<file path="config.mk">
export PLATFORM = sky130hd
export DESIGN_NAME = full_adder_4bit_flat
export DESIGN_NICKNAME = d
export VERILOG_FILES = /design/src/rtl/full_adder_4bit_pkg.sv /design/src/rtl/full_adder_4bit_if.sv /design/src/rtl/full_adder_4bit_fa_1bit.sv /design/src/rtl/full_adder_4bit.sv /design/src/flat_wrapper.sv
export SDC_FILE = /design/constraint.sdc
export NUM_CORES = 1
export LEC_CHECK = 0
export ABC_AREA = 1
export CORE_AREA = 5 5 42 44
export DETAILED_ROUTE_END_ITERATION = 8
export DIE_AREA = 0 0 47 49
export SYNTH_ARGS = -nofsm -noshare
export SYNTH_HDL_FRONTEND = slang
export SYNTH_HIERARCHICAL = 1
export SYNTH_SLANG_ARGS = --single-unit
</file>
<file path="constraint.sdc">
create_clock -name clk -period 1.4 [get_ports clk]
set_input_delay 0.42 -clock clk [delete_from_list [all_inputs] [get_ports clk]]
set_output_delay 0.42 -clock clk [all_outputs]
set_load 0.005 [all_outputs]
</file>
<file path="src/rtl/full_adder_4bit_pkg.sv">
// Shared definitions for the registered 4-bit adder stage.
package adder_pkg;

    // Operand/sum width; the block is built and checked only at 4 bits.
    localparam int WIDTH = 4;

    typedef logic [WIDTH-1:0] word_t;

    localparam word_t ZERO_WORD = '0;

    // Signed overflow: operands share a sign and the result sign differs from it.
    function automatic logic calc_ovf(input word_t op_a, input word_t op_b, input word_t sum);
        return (op_a[WIDTH-1] == op_b[WIDTH-1]) && (sum[WIDTH-1] != op_a[WIDTH-1]);
    endfunction

    // Zero flag looks at the sum bits only; the carry-out is deliberately ignored.
    function automatic logic calc_zero(input word_t sum);
        return (sum == ZERO_WORD);
    endfunction

endpackage

</file>
<file path="src/rtl/full_adder_4bit_if.sv">
// Operand/result bundle for the registered adder stage.
interface full_adder_4bit_if;
    import adder_pkg::*;

    word_t a;
    word_t b;
    logic  cin;
    logic  in_valid;
    word_t s;
    logic  cout;
    logic  ovf;
    logic  zero;
    logic  out_valid;

    // Producer side: drives operands, observes registered results.
    modport master (
        output a, b, cin, in_valid,
        input  s, cout, ovf, zero, out_valid
    );

    // Adder side: consumes operands, drives registered results.
    modport slave (
        input  a, b, cin, in_valid,
        output s, cout, ovf, zero, out_valid
    );

endinterface

</file>
<file path="src/rtl/full_adder_4bit_fa_1bit.sv">
// Combinational 1-bit full-adder cell used to build the ripple chain.
module fa_1bit (
    input  logic a,
    input  logic b,
    input  logic ci,
    output logic s,
    output logic co
);

    logic p_w;

    // Propagate term is shared between the sum and the carry.
    assign p_w = a ^ b;
    assign s   = p_w ^ ci;
    assign co  = (a & b) | (ci & p_w);

endmodule

</file>
<file path="src/rtl/full_adder_4bit.sv">
// Registered 4-bit adder: ripple-carry sum plus a one-cycle output/flag register.
module full_adder_4bit
    import adder_pkg::*;
(
    input  logic               clk,
    input  logic               rst_n,
    full_adder_4bit_if.slave   bus
);

    logic [WIDTH:0] carry_w;
    word_t          sum_w;
    logic           ovf_w;
    logic           zero_w;

    word_t s_q,    s_d;
    logic  cout_q, cout_d;
    logic  ovf_q,  ovf_d;
    logic  zero_q, zero_d;
    logic  vld_q,  vld_d;

    assign carry_w[0] = bus.cin;

    // Ripple chain: each cell takes the previous carry and hands its own onward.
    for (genvar i = 0; i < WIDTH; i++) begin : g_fa
        fa_1bit u_fa (
            .a  (bus.a[i]),
            .b  (bus.b[i]),
            .ci (carry_w[i]),
            .s  (sum_w[i]),
            .co (carry_w[i+1])
        );
    end

    assign ovf_w  = calc_ovf(bus.a, bus.b, sum_w);
    assign zero_w = calc_zero(sum_w);

    // Next-state: capture a new result on valid, otherwise hold the last one.
    always_comb begin
        s_d    = s_q;
        cout_d = cout_q;
        ovf_d  = ovf_q;
        zero_d = zero_q;
        vld_d  = bus.in_valid;
        if (bus.in_valid) begin
            s_d    = sum_w;
            cout_d = carry_w[WIDTH];
            ovf_d  = ovf_w;
            zero_d = zero_w;
        end
    end

    // Output register; reset clears everything, including any in-flight result.
    always_ff @(posedge clk or negedge rst_n) begin
        if (!rst_n) begin
            s_q    <= ZERO_WORD;
            cout_q <= 1'b0;
            ovf_q  <= 1'b0;
            zero_q <= 1'b0;
            vld_q  <= 1'b0;
        end else begin
            s_q    <= s_d;
            cout_q <= cout_d;
            ovf_q  <= ovf_d;
            zero_q <= zero_d;
            vld_q  <= vld_d;
        end
    end

    assign bus.s         = s_q;
    assign bus.cout      = cout_q;
    assign bus.ovf       = ovf_q;
    assign bus.zero      = zero_q;
    assign bus.out_valid = vld_q;

endmodule

</file>
<file path="src/flat_wrapper.sv">
// flat-port wrapper written by rule: the top's interface ports become plain ports
module full_adder_4bit_flat import adder_pkg::*;
  (clk, rst_n, bus_a, bus_b, bus_cin, bus_in_valid, bus_s, bus_cout, bus_ovf, bus_zero, bus_out_valid);
  full_adder_4bit_if bus_i ();
  input  logic clk;
  input  logic rst_n;
  input wire logic [$bits(bus_i.a)-1:0] bus_a;
  input wire logic [$bits(bus_i.b)-1:0] bus_b;
  input wire logic [$bits(bus_i.cin)-1:0] bus_cin;
  input wire logic [$bits(bus_i.in_valid)-1:0] bus_in_valid;
  output wire logic [$bits(bus_i.s)-1:0] bus_s;
  output wire logic [$bits(bus_i.cout)-1:0] bus_cout;
  output wire logic [$bits(bus_i.ovf)-1:0] bus_ovf;
  output wire logic [$bits(bus_i.zero)-1:0] bus_zero;
  output wire logic [$bits(bus_i.out_valid)-1:0] bus_out_valid;
  assign bus_i.a = bus_a;
  assign bus_i.b = bus_b;
  assign bus_i.cin = bus_cin;
  assign bus_i.in_valid = bus_in_valid;
  assign bus_s = bus_i.s;
  assign bus_cout = bus_i.cout;
  assign bus_ovf = bus_i.ovf;
  assign bus_zero = bus_i.zero;
  assign bus_out_valid = bus_i.out_valid;
  full_adder_4bit u_core (.clk(clk), .rst_n(rst_n), .bus(bus_i));
endmodule
</file>
==> out/metrics.yaml, run 1 <==
cp_max_fo: 3
fmaxAchievable_ghz: 0.444
htreeDepth: 1
grt_pass1_vias: 344
power_density_nw_per_um2: 971
maxSlewViolCount: 0
seq_area_sq_um: 200
reg2reg_to: "u_core/bus.zero"
peakVddDrop_v: 0.000390
rr_worst_depth: 3
clockBufferDepth: 2
place.gp.congestion: 0.681
syn_area_per_cell_sq_um: 9.98
viasPerCell: 4.37
fin_nets: 83
startpoint_type: "input port"
timing.final.crit_share: 1.61
ant_nets: 0
crit_buf_inv: 2
drv_cap: 0
final_layout_size_suffix_gt1_frac: 0.246
power_leakage_nw: 0.335
initial_core_util: 0.278
cts_tree: "yes"
wire_per_inst_um: 10.4
critPathMaxStageDelay_ns: 0.53
rrSetupSlack_ns: 0.67
endpoint_kind: "flip-flop"
syn_inst: 39
synth_seq_cells: 8
first_pass_iters: 4
path_cells: "buf_6, fa_2, fa_2, fa_2, fa_1, inv_2, nand3_2, nand2_1, nand2_1, nand2_1"
hold_class: "input port to async pin"
clk_pin_slew_worst_paths_ns: 0.05
max_slew_margin: 0.767
p_int_uw: 460
synth_seq_area_share: 0.514
rows: 14
worstPathRequired_ns: 1.55
critPathTopFamily: "adder cells"
antenna_found_initial: 0
rsz0062_at_grt: "true"
tightest_slew_ns: 0.349
yosys_warnings: 6
cp.arrival_ns: 2.40
die_w_um: 47
cts_buffers: 3
post-dp-hpwl_um: 707
r2r-start: "u_core/bus.zero"
grt_use_total: 0.0877
clock_power_share: 0.276
run_status: "finished with violations"
criticalPathCategory: "input port to flip-flop"
grt_max_degree: 9
grt_pass1_wl_um: 1410
dp.cells: 77
p_switching_uw: 169
syn_area_sq_um: 389
cpMaxStageDelayCell: "fa_1"
synthesis.nets: 55
finalSetupViolations: 5
fp.dieArea_sq_um: 2300
fill_cells: 157
cts_root_buf: "clkbuf_4"
syn2layout_area_growth_pct: 66.2
power_frac_seq: 0.443
die_height_um: 49
holdWs_ns: 0.438
finalWorstSetupSlack_ns: -0.854
core_region_area_sq_um: 1400
worstSkewPairLatency_ns: 0.25
holdBufCountCts: 0
combPwrFrac: 0.282
layout.cells.non_filler: 81
vias: 354
clkSinkCount: 8
fin_skew_ns: 0
io_pins: 20
portBuffers: 19
drc: 0
drtIter0Drc: 6
num_antenna_cells: 0
violations: "setup timing"
finalHoldViolCount: 0
fin_crit_ns: 2.25
synth_cell_types: 9
overflow: 0
swShare: 0.268
drt-total-wl_um: 841
multi_input_area_sq_um: 190
cells in the mapped netlist:
cell type / number / area (sq um)
o21a_1: 1 / 7.51
inv_2: 1 / 3.75
fa_1: 4 / 80.1
nand3_1: 1 / 5.00
nor2_1: 2 / 7.51
inv_1: 2 / 7.51
nand2_1: 18 / 67.6
o21ai_1: 2 / 10.0
dfrtp_1: 8 / 200
cells in the final DEF (no fill, tap or decap), drive strengths merged, types with 2 or more instances in the layout:
cell,netlist,layout
clkbuf,0,3
dlygate4sd2,0,9
buf,0,7
nand2,18,18
inv,3,3
dfrtp,8,8
fa,4,4
clkdlybuf4s50,0,6
o21ai,2,2
nor2,2,2
per-layer routing:
layer / routed length [um] / vias to the layer above / track usage
met4: 21 / 0 / 0.0553
met2: 395 / 17 / 0.127
met5: 0 / - / 0
met1: 311 / 162 / 0.0982
li1: - / 171 / -
met3: 113 / 4 / 0.0443
state kept, by name (all words and copies together), names as in the netlist:
| signal | count |
|---|---|
| u_core/bus.cout | 1 |
| u_core/bus.out_valid | 1 |
| u_core/bus.ovf | 1 |
| u_core/bus.s | 4 |
| u_core/bus.zero | 1 |
repair_timing:
action	in CTS	in global routing
gates resized for setup	24	1
setup buffers	1	0
setup endpoints to repair	14	5
pin swaps	6	3
cloned	0	0
layout make-up:
cell class / count / area share
Multi-Input combinational cell: 28 / 0.294
Sequential cell: 8 / 0.309
Clock buffer: 3 / 0.0348
Inverter: 3 / 0.0174
Tap cell: 16 / 0.0309
Timing Repair Buffer: 23 / 0.313
power by group through the flow:
stage | clock network, mW | registers [mW] | logic (mW)
floorplan | 0 | 0.286 | 0.0652
global placement | 0 | 0.282 | 0.194
detailed placement | 0 | 0.284 | 0.197
CTS | 0.182 | 0.279 | 0.180
global route | 0.194 | 0.283 | 0.202
finish | 0.173 | 0.278 | 0.177
through the flow:
step                      instance area (sq um)  utilization  total power [mW]  setup TNS, ns  worst slack [ns]
after floorplan                             397            -             0.351          -3.94            -0.948
after global placement                      629        0.449             0.476          -7.21             -1.47
after detailed placement                    629        0.449             0.481          -7.31             -1.49
after CTS                                   644        0.460             0.641          -3.44            -0.865
after global routing                        647        0.462             0.678          -3.58            -0.909
final                                       647        0.462             0.628          -3.35            -0.854
cell families (layout without fill, tap and decap cells):
kind of cell               after synthesis  after routing  synth area share
buffers and inverters                    3             29            0.0289
and+or+nand+nor                         21             21             0.206
DFF                                      8              8             0.514
adders and majority gates                4              4             0.206
AOI/OAI and AO/OA                        3              3            0.0450
worst max-delay path by stage:
stage             start  slack, ns  cells past startpoint             end
2_1_floorplan  bus_a[0]      -0.95                      9  u_core/bus.ovf
3_3_place_gp   bus_a[0]      -1.47                     10  u_core/bus.ovf
3_5_place_dp   bus_a[0]      -1.49                     10  u_core/bus.ovf
4_1_cts         bus_cin      -0.87                     10  u_core/bus.ovf
5_1_grt         bus_cin      -0.91                     10  u_core/bus.ovf
6_report        bus_cin      -0.85                     10  u_core/bus.ovf
No activity file was read; power rests on OpenSTA's default activity.
==> run 2: changes to the inputs <==
--- a/config.mk
+++ b/config.mk
@@ -9,7 +9,9 @@
 export CORE_AREA = 5 5 42 44
 export DETAILED_ROUTE_END_ITERATION = 8
 export DIE_AREA = 0 0 47 49
+export SLEW_MARGIN = 20
 export SYNTH_ARGS = -nofsm -noshare
 export SYNTH_HDL_FRONTEND = slang
 export SYNTH_HIERARCHICAL = 1
 export SYNTH_SLANG_ARGS = --single-unit
+export TNS_END_PERCENT = 5
==> run 2 against run 1 <==
Net effect: sequential cell count did not move; sequential power about the same; critical endpoint unchanged; largest cell class unchanged; clock power about the same; the run still ends with setup timing left; routed wire length is 1.3% lower; sequential share of layout area fell by 0.18 points; first-iteration DRC count shrank 67%; critical path depth is the same; global-route usage is 0.77 points lower; clock skew unchanged; combinational power grew 3%.
==> out/metrics.yaml, run 2 (same netlist as run 1, synthesis figures left out) <==
rows: 14  # unchanged
maxSlewViolCount: 0  # unchanged
num_antenna_cells: 0  # unchanged
clock_power_share: 0.272  # -0.004
cpMaxStageDelayCell: "fa_1"
fin_crit_ns: 2.23  # -0.0241 ns
cts_buffers: 3  # unchanged
antenna_found_initial: 0  # unchanged
initial_core_util: 0.278  # unchanged
combPwrFrac: 0.288  # +0.006
cp.arrival_ns: 2.37  # -0.03 ns
final_common_cell: "nand2_1"
p_int_uw: 463  # +0.77%
run_status: "finished with violations"
fin_nets: 83  # unchanged
cts_root_buf: "clkbuf_4"
timing.final.crit_share: 1.59  # -0.0172
die_w_um: 47  # unchanged
portBuffers: 19  # unchanged
worstPathRequired_ns: 1.54  # about the same
swShare: 0.266  # -0.00188
drt-total-wl_um: 830  # -1.3%
clk_pin_slew_worst_paths_ns: 0.05  # about the same
post-dp-hpwl_um: 718  # +1.6%
grt_pass1_vias: 306  # -11%
criticalPathCategory: "input port to flip-flop"
p_switching_uw: 168  # -0.19%
post-route-util: 0.464  # +0.00268
fin_skew_ns: 0  # unchanged
first_pass_iters: 3  # -1
fmaxAchievable_ghz: 0.448  # +1.1%
final_layout_size_suffix_gt1_frac: 0.262  # +0.0154
overflow: 0  # unchanged
drtIter0Drc: 2  # -4
power_leakage_nw: 0.336  # +0.25%
critPathMaxStageDelay_ns: 0.52  # about the same
cts_tree: "yes"
core_region_area_sq_um: 1400  # unchanged
ant_nets: 0  # unchanged
drv_cap: 0  # unchanged
viasPerCell: 4.15  # -5.1%
io_pins: 20  # unchanged
wire_per_inst_um: 10.2  # -1.3%
clkSinkCount: 8  # unchanged
worstSkewPairLatency_ns: 0.25  # about the same
grt_pass1_wl_um: 1250  # -11%
hold_class: "input port to async pin"
finalWorstSetupSlack_ns: -0.830  # +0.0241 ns
htreeDepth: 1  # unchanged
cp_max_fo: 3  # unchanged
rsz0062_at_grt: "true"
violations: "setup timing"
place.gp.congestion: 0.664  # -2.5%
final_cell_mix: "nand2_1, dlygate4sd2_1, dfrtp_1, clkdlybuf4s50_1, buf_4"
largest_reg_flops: 4  # unchanged
max_slew_margin: 0.763  # -0.00346
power_frac_seq: 0.440  # -0.003
grt_max_degree: 9  # unchanged
drc: 0  # unchanged
dp_slack_ns: -1.51  # -0.0233 ns
die_height_um: 49  # unchanged
endpoint_kind: "flip-flop"
peakVddDrop_v: 0.000446  # +15%
syn2layout_area_growth_pct: 67.2
grt_use_total: 0.0799  # -0.00773
finalHoldViolCount: 0  # unchanged
tightest_slew_ns: 0.354  # +0.00517 ns
path_cells: "buf_6, fa_2, fa_2, fa_2, fa_1, inv_2, nand3_2, nand2_1, nand2_1, nand2_1"
fp.dieArea_sq_um: 2300  # unchanged
vias: 336  # -5.1%
power_density_nw_per_um2: 970  # about the same
finalSetupViolations: 5  # unchanged
clockBufferDepth: 2  # unchanged
startpoint_type: "input port"
-- run 2: final timing paths --
check                                start              end  slack [ns]  cells past startpoint
setup / recovery                   bus_cin   u_core/bus.ovf       -0.83                     10
hold / removal                       rst_n  u_core/bus.s[1]        0.45                      1
setup reg to reg           u_core/bus.s[2]  u_core/bus.s[2]        0.75                      1
hold reg to reg            u_core/bus.cout  u_core/bus.cout        0.46                      2
max in group asynchronous            rst_n  u_core/bus.s[3]        0.70                      1
min in group clk           u_core/bus.cout  u_core/bus.cout        0.46                      2
-- run 2: power by group through the flow --
stage          sequential [mW]  combinational, mW  clock, mW
3_3_place_gp             0.282              0.195          0
5_1_grt                  0.281              0.204      0.197
3_5_place_dp             0.284              0.199          0
4_1_cts                  0.279              0.186      0.178
2_1_floorplan            0.286             0.0651          0
6_report                 0.278              0.182      0.172
-- run 2: per-stage QoR --
step	power [mW]	TNS, ns	instances	area, sq um	hold slack [ns]
final	0.631	-3.29	81	651	0.445
after global routing	0.682	-3.48	81	651	0.475
after CTS	0.642	-3.61	81	644	0.451
after detailed placement	0.483	-7.37	77	629	0.458
after global placement	0.477	-7.21	77	629	0.460
after floorplan	0.351	-3.94	39	397	0.124
-- run 2: critical path: cells and delay by family --
kind          cells  cell delay [ns]
fa+ha+maj         4             1.59
simple gates      4             0.20
buf+inv           2             0.15
-- run 2: routing by layer --
layer  up-vias  track usage  routed length (um)
li1        176            -                   -
met5         -            0                   0
met2        12        0.124                 411
met4         0       0.0553                   0
met3         0       0.0332                  90
met1       148       0.0826                 328
-- run 2: area by class of cell --
cell class	count	area, sq um
fillers	150	751
repair buffers	23	203
flip-flops and latches	8	200
multi-input cells	28	194
clock buffers	3	22.5
well taps	16	20.0
inverters	3	11.3
-- run 2: what timing repair did --
action                                  in CTS  in global routing
gates resized for setup                     24                  2
buffers inserted                             1                  0
hold buffers                                 0                  0
pin swaps                                    7                  2
endpoints found under the setup margin      14                  5
==> run 3: changes to the inputs <==
--- a/config.mk
+++ b/config.mk
@@ -5,10 +5,10 @@
 export SDC_FILE = /design/constraint.sdc
 export NUM_CORES = 1
 export LEC_CHECK = 0
-export ABC_AREA = 1
 export CORE_AREA = 5 5 42 44
 export DETAILED_ROUTE_END_ITERATION = 8
 export DIE_AREA = 0 0 47 49
+export MAX_ROUTING_LAYER = met4
 export SLEW_MARGIN = 20
 export SYNTH_ARGS = -nofsm -noshare
 export SYNTH_HDL_FRONTEND = slang
==> run 3 against run 2 <==
Net effect: routed wire length increased by 5.1%; fmax decreased by 10%; total power up 5.6%; largest power group unchanged; the flow still finishes with violations (setup timing).
==> out/metrics.yaml, run 3 <==
hold_class: "input port to async pin"
initial_core_util: 0.275  # -0.00268
final_layout_size_suffix_gt1_frac: 0.383  # +0.121
timing.final.crit_share: 1.77  # +0.181
place.gp.congestion: 0.744  # +12%
die_height_um: 49  # unchanged
fin_nets: 65  # -22%
worstPathRequired_ns: 1.57  # +0.03 ns
clkSinkCount: 8  # unchanged
power_density_nw_per_um2: 1050  # +8.7%
fmaxAchievable_ghz: 0.403  # -10%
holdBufCountCts: 0  # unchanged
post-route-util: 0.451  # -0.0134
grt_use_total: 0.0902  # +0.0102
num_antenna_cells: 0  # unchanged
run_status: "finished with violations"
power_leakage_nw: 0.285  # -15%
first_pass_iters: 2  # -1
endpoint_kind: "flip-flop"
io_pins: 20  # unchanged
placement.cell_area_sq_um: 613  # -2.6%
synthTopCellsByCount: "dfrtp_1, mux2_2, fa_1"
synthArstFlopShare: 1.00  # unchanged
cts_root_buf: "clkbuf_4"
vias: 278  # -17%
tightest_slew_ns: 0.357  # +0.00313 ns
cts_tree: "yes"
synthesis.nets: 40  # -27%
synth_edf_count: 0  # unchanged
drtIter0Drc: 6  # +4
wire_per_inst_um: 13.8  # +35%
worstSkewPairLatency_ns: 0.24  # about the same
synth_seq_cells: 8  # unchanged
fin_area_sq_um: 632  # -2.9%
overflow: 0  # unchanged
core_region_area_sq_um: 1400  # unchanged
rows: 14  # unchanged
cp_max_fo: 3  # unchanged
finalSetupViolations: 6  # +1
htreeDepth: 1  # unchanged
clockBufferDepth: 2  # unchanged
finalWorstSetupSlack_ns: -1.08  # -0.254 ns
post_cts_buffers: 0  # -1
clk_pin_slew_worst_paths_ns: 0.05  # about the same
final_cell_mix: "dlygate4sd2_1, dfrtp_1, clkdlybuf4s50_1"
syn_inst: 24  # -38%
finalHoldViolCount: 0  # unchanged
violations: "setup timing"
fin_crit_ns: 2.48  # +0.254 ns
syn_area_per_cell_sq_um: 16.1  # +61%
rsz0062_at_grt: "true"
synth_top_cell_by_area: "dfrtp_1"
grt_pass1_wl_um: 1420  # +14%
largest_reg_flops: 4  # unchanged
ant_nets: 0  # unchanged
drv_cap: 0  # unchanged
antenna_found_initial: 0  # unchanged
cp.arrival_ns: 2.65  # +0.28 ns
synth_cell_types: 9  # unchanged
maxSlewViolCount: 0  # unchanged
drt-total-wl_um: 872  # +5.1%
yosys_warnings: 6  # unchanged
synth_area_leaders: "dfrtp_1, fa_1, mux2_2, or3b_1, nand3b_1"
final_common_cell: "dlygate4sd2_1"
drc: 0  # unchanged
rrSetupSlack_ns: 0.62  # -0.13 ns
die_w_um: 47  # unchanged
criticalPathCategory: "input port to flip-flop"
synth.most_common_cell: "dfrtp_1"
viasPerCell: 4.41  # +6.4%
cts_buffers: 3  # unchanged
syn_area_sq_um: 385  # -0.96%
peakVddDrop_v: 0.000510  # +14%
yosysTopAreaCellShare: 0.519  # +0.00501
synth_seq_area_share: 0.519  # +0.00501
fill_cells: 143  # -4.7%
grt_pass1_vias: 346  # +13%
syn2layout_area_growth_pct: 64.0
startpoint_type: "input port"
fp.dieArea_sq_um: 2300  # unchanged
portBuffers: 19  # unchanged
max_slew_margin: 0.761  # -0.00210
ys.flop_type: "dfrtp_1"
fin_skew_ns: 0  # unchanged
grt_max_degree: 10  # +1
-- run 3: through the flow --
| stage | power [mW] | std cells | setup WS, ns | TNS, ns | hold slack, ns |
|---|---|---|---|---|---|
| floorplan | 0.368 | 24 | -1.21 | -4.87 | 0.124 |
| global placement | 0.508 | 60 | -1.70 | -8.38 | 0.492 |
| detailed placement | 0.518 | 60 | -1.75 | -8.58 | 0.495 |
| CTS | 0.666 | 63 | -1.09 | -4.30 | 0.453 |
| global route | 0.715 | 63 | -1.14 | -4.61 | 0.474 |
| finish | 0.667 | 63 | -1.08 | -4.31 | 0.450 |
-- run 3: per-layer routing --
layer,vias up,track usage,wire length [um]
met5,-,-,0
met2,11,0.138,482
met3,0,0.0332,54
li1,130,-,-
met4,0,0.0415,0
met1,137,0.101,335
-- run 3: area by class of cell --
cell class	count	area, sq um	share of cell area
clock buffers	3	22.5	0.0356
multi-input cells	15	205	0.325
flip-flops and latches	8	200	0.317
well taps	16	20.0	0.0317
repair buffers	21	184	0.291
-- run 3: what timing repair did --
action | CTS | global route
pin swaps | 5 | 0
resized for setup | 24 | 3
setup endpoints to repair | 15 | 6
cloned | 0 | 0
-- run 3: worst max-delay path: stages --
cell and delay [ns]:
buf_6 0.09, fa_2 0.38, fa_2 0.35, fa_2 0.36, fa_1 0.52, or3b_1 0.36, a31oi_1 0.17
-- run 3: final timing paths --
check / startpoint / endpoint / cells after the start
setup reg to reg: u_core/bus.cout / u_core/bus.cout / 1
hold / removal: rst_n / u_core/bus.out_valid / 1
hold reg to reg: u_core/bus.s[3] / u_core/bus.s[3] / 1
max in group asynchronous: rst_n / u_core/bus.s[3] / 1
min in group clk: u_core/bus.s[3] / u_core/bus.s[3] / 1
setup / recovery: bus_cin / u_core/bus.ovf / 7
-- run 3: cell families after synthesis --
kind of cell / count (synthesis) / synth area share
and+or+nand+nor: 4 / 0.0682
adders and majority gates: 4 / 0.208
AOI/OAI and AO/OA: 1 / 0.0162
buffers and inverters: 1 / 0.0130
DFF: 8 / 0.519
muxes: 6 / 0.175
-- run 3: report_power, final --
group / internal, mW / total (mW) / switching (mW)
clock: 0.0976 / 0.169 / 0.0715
combinational: 0.133 / 0.208 / 0.0748
sequential: 0.270 / 0.290 / 0.0192
total: 0.501 / 0.667 / 0.165
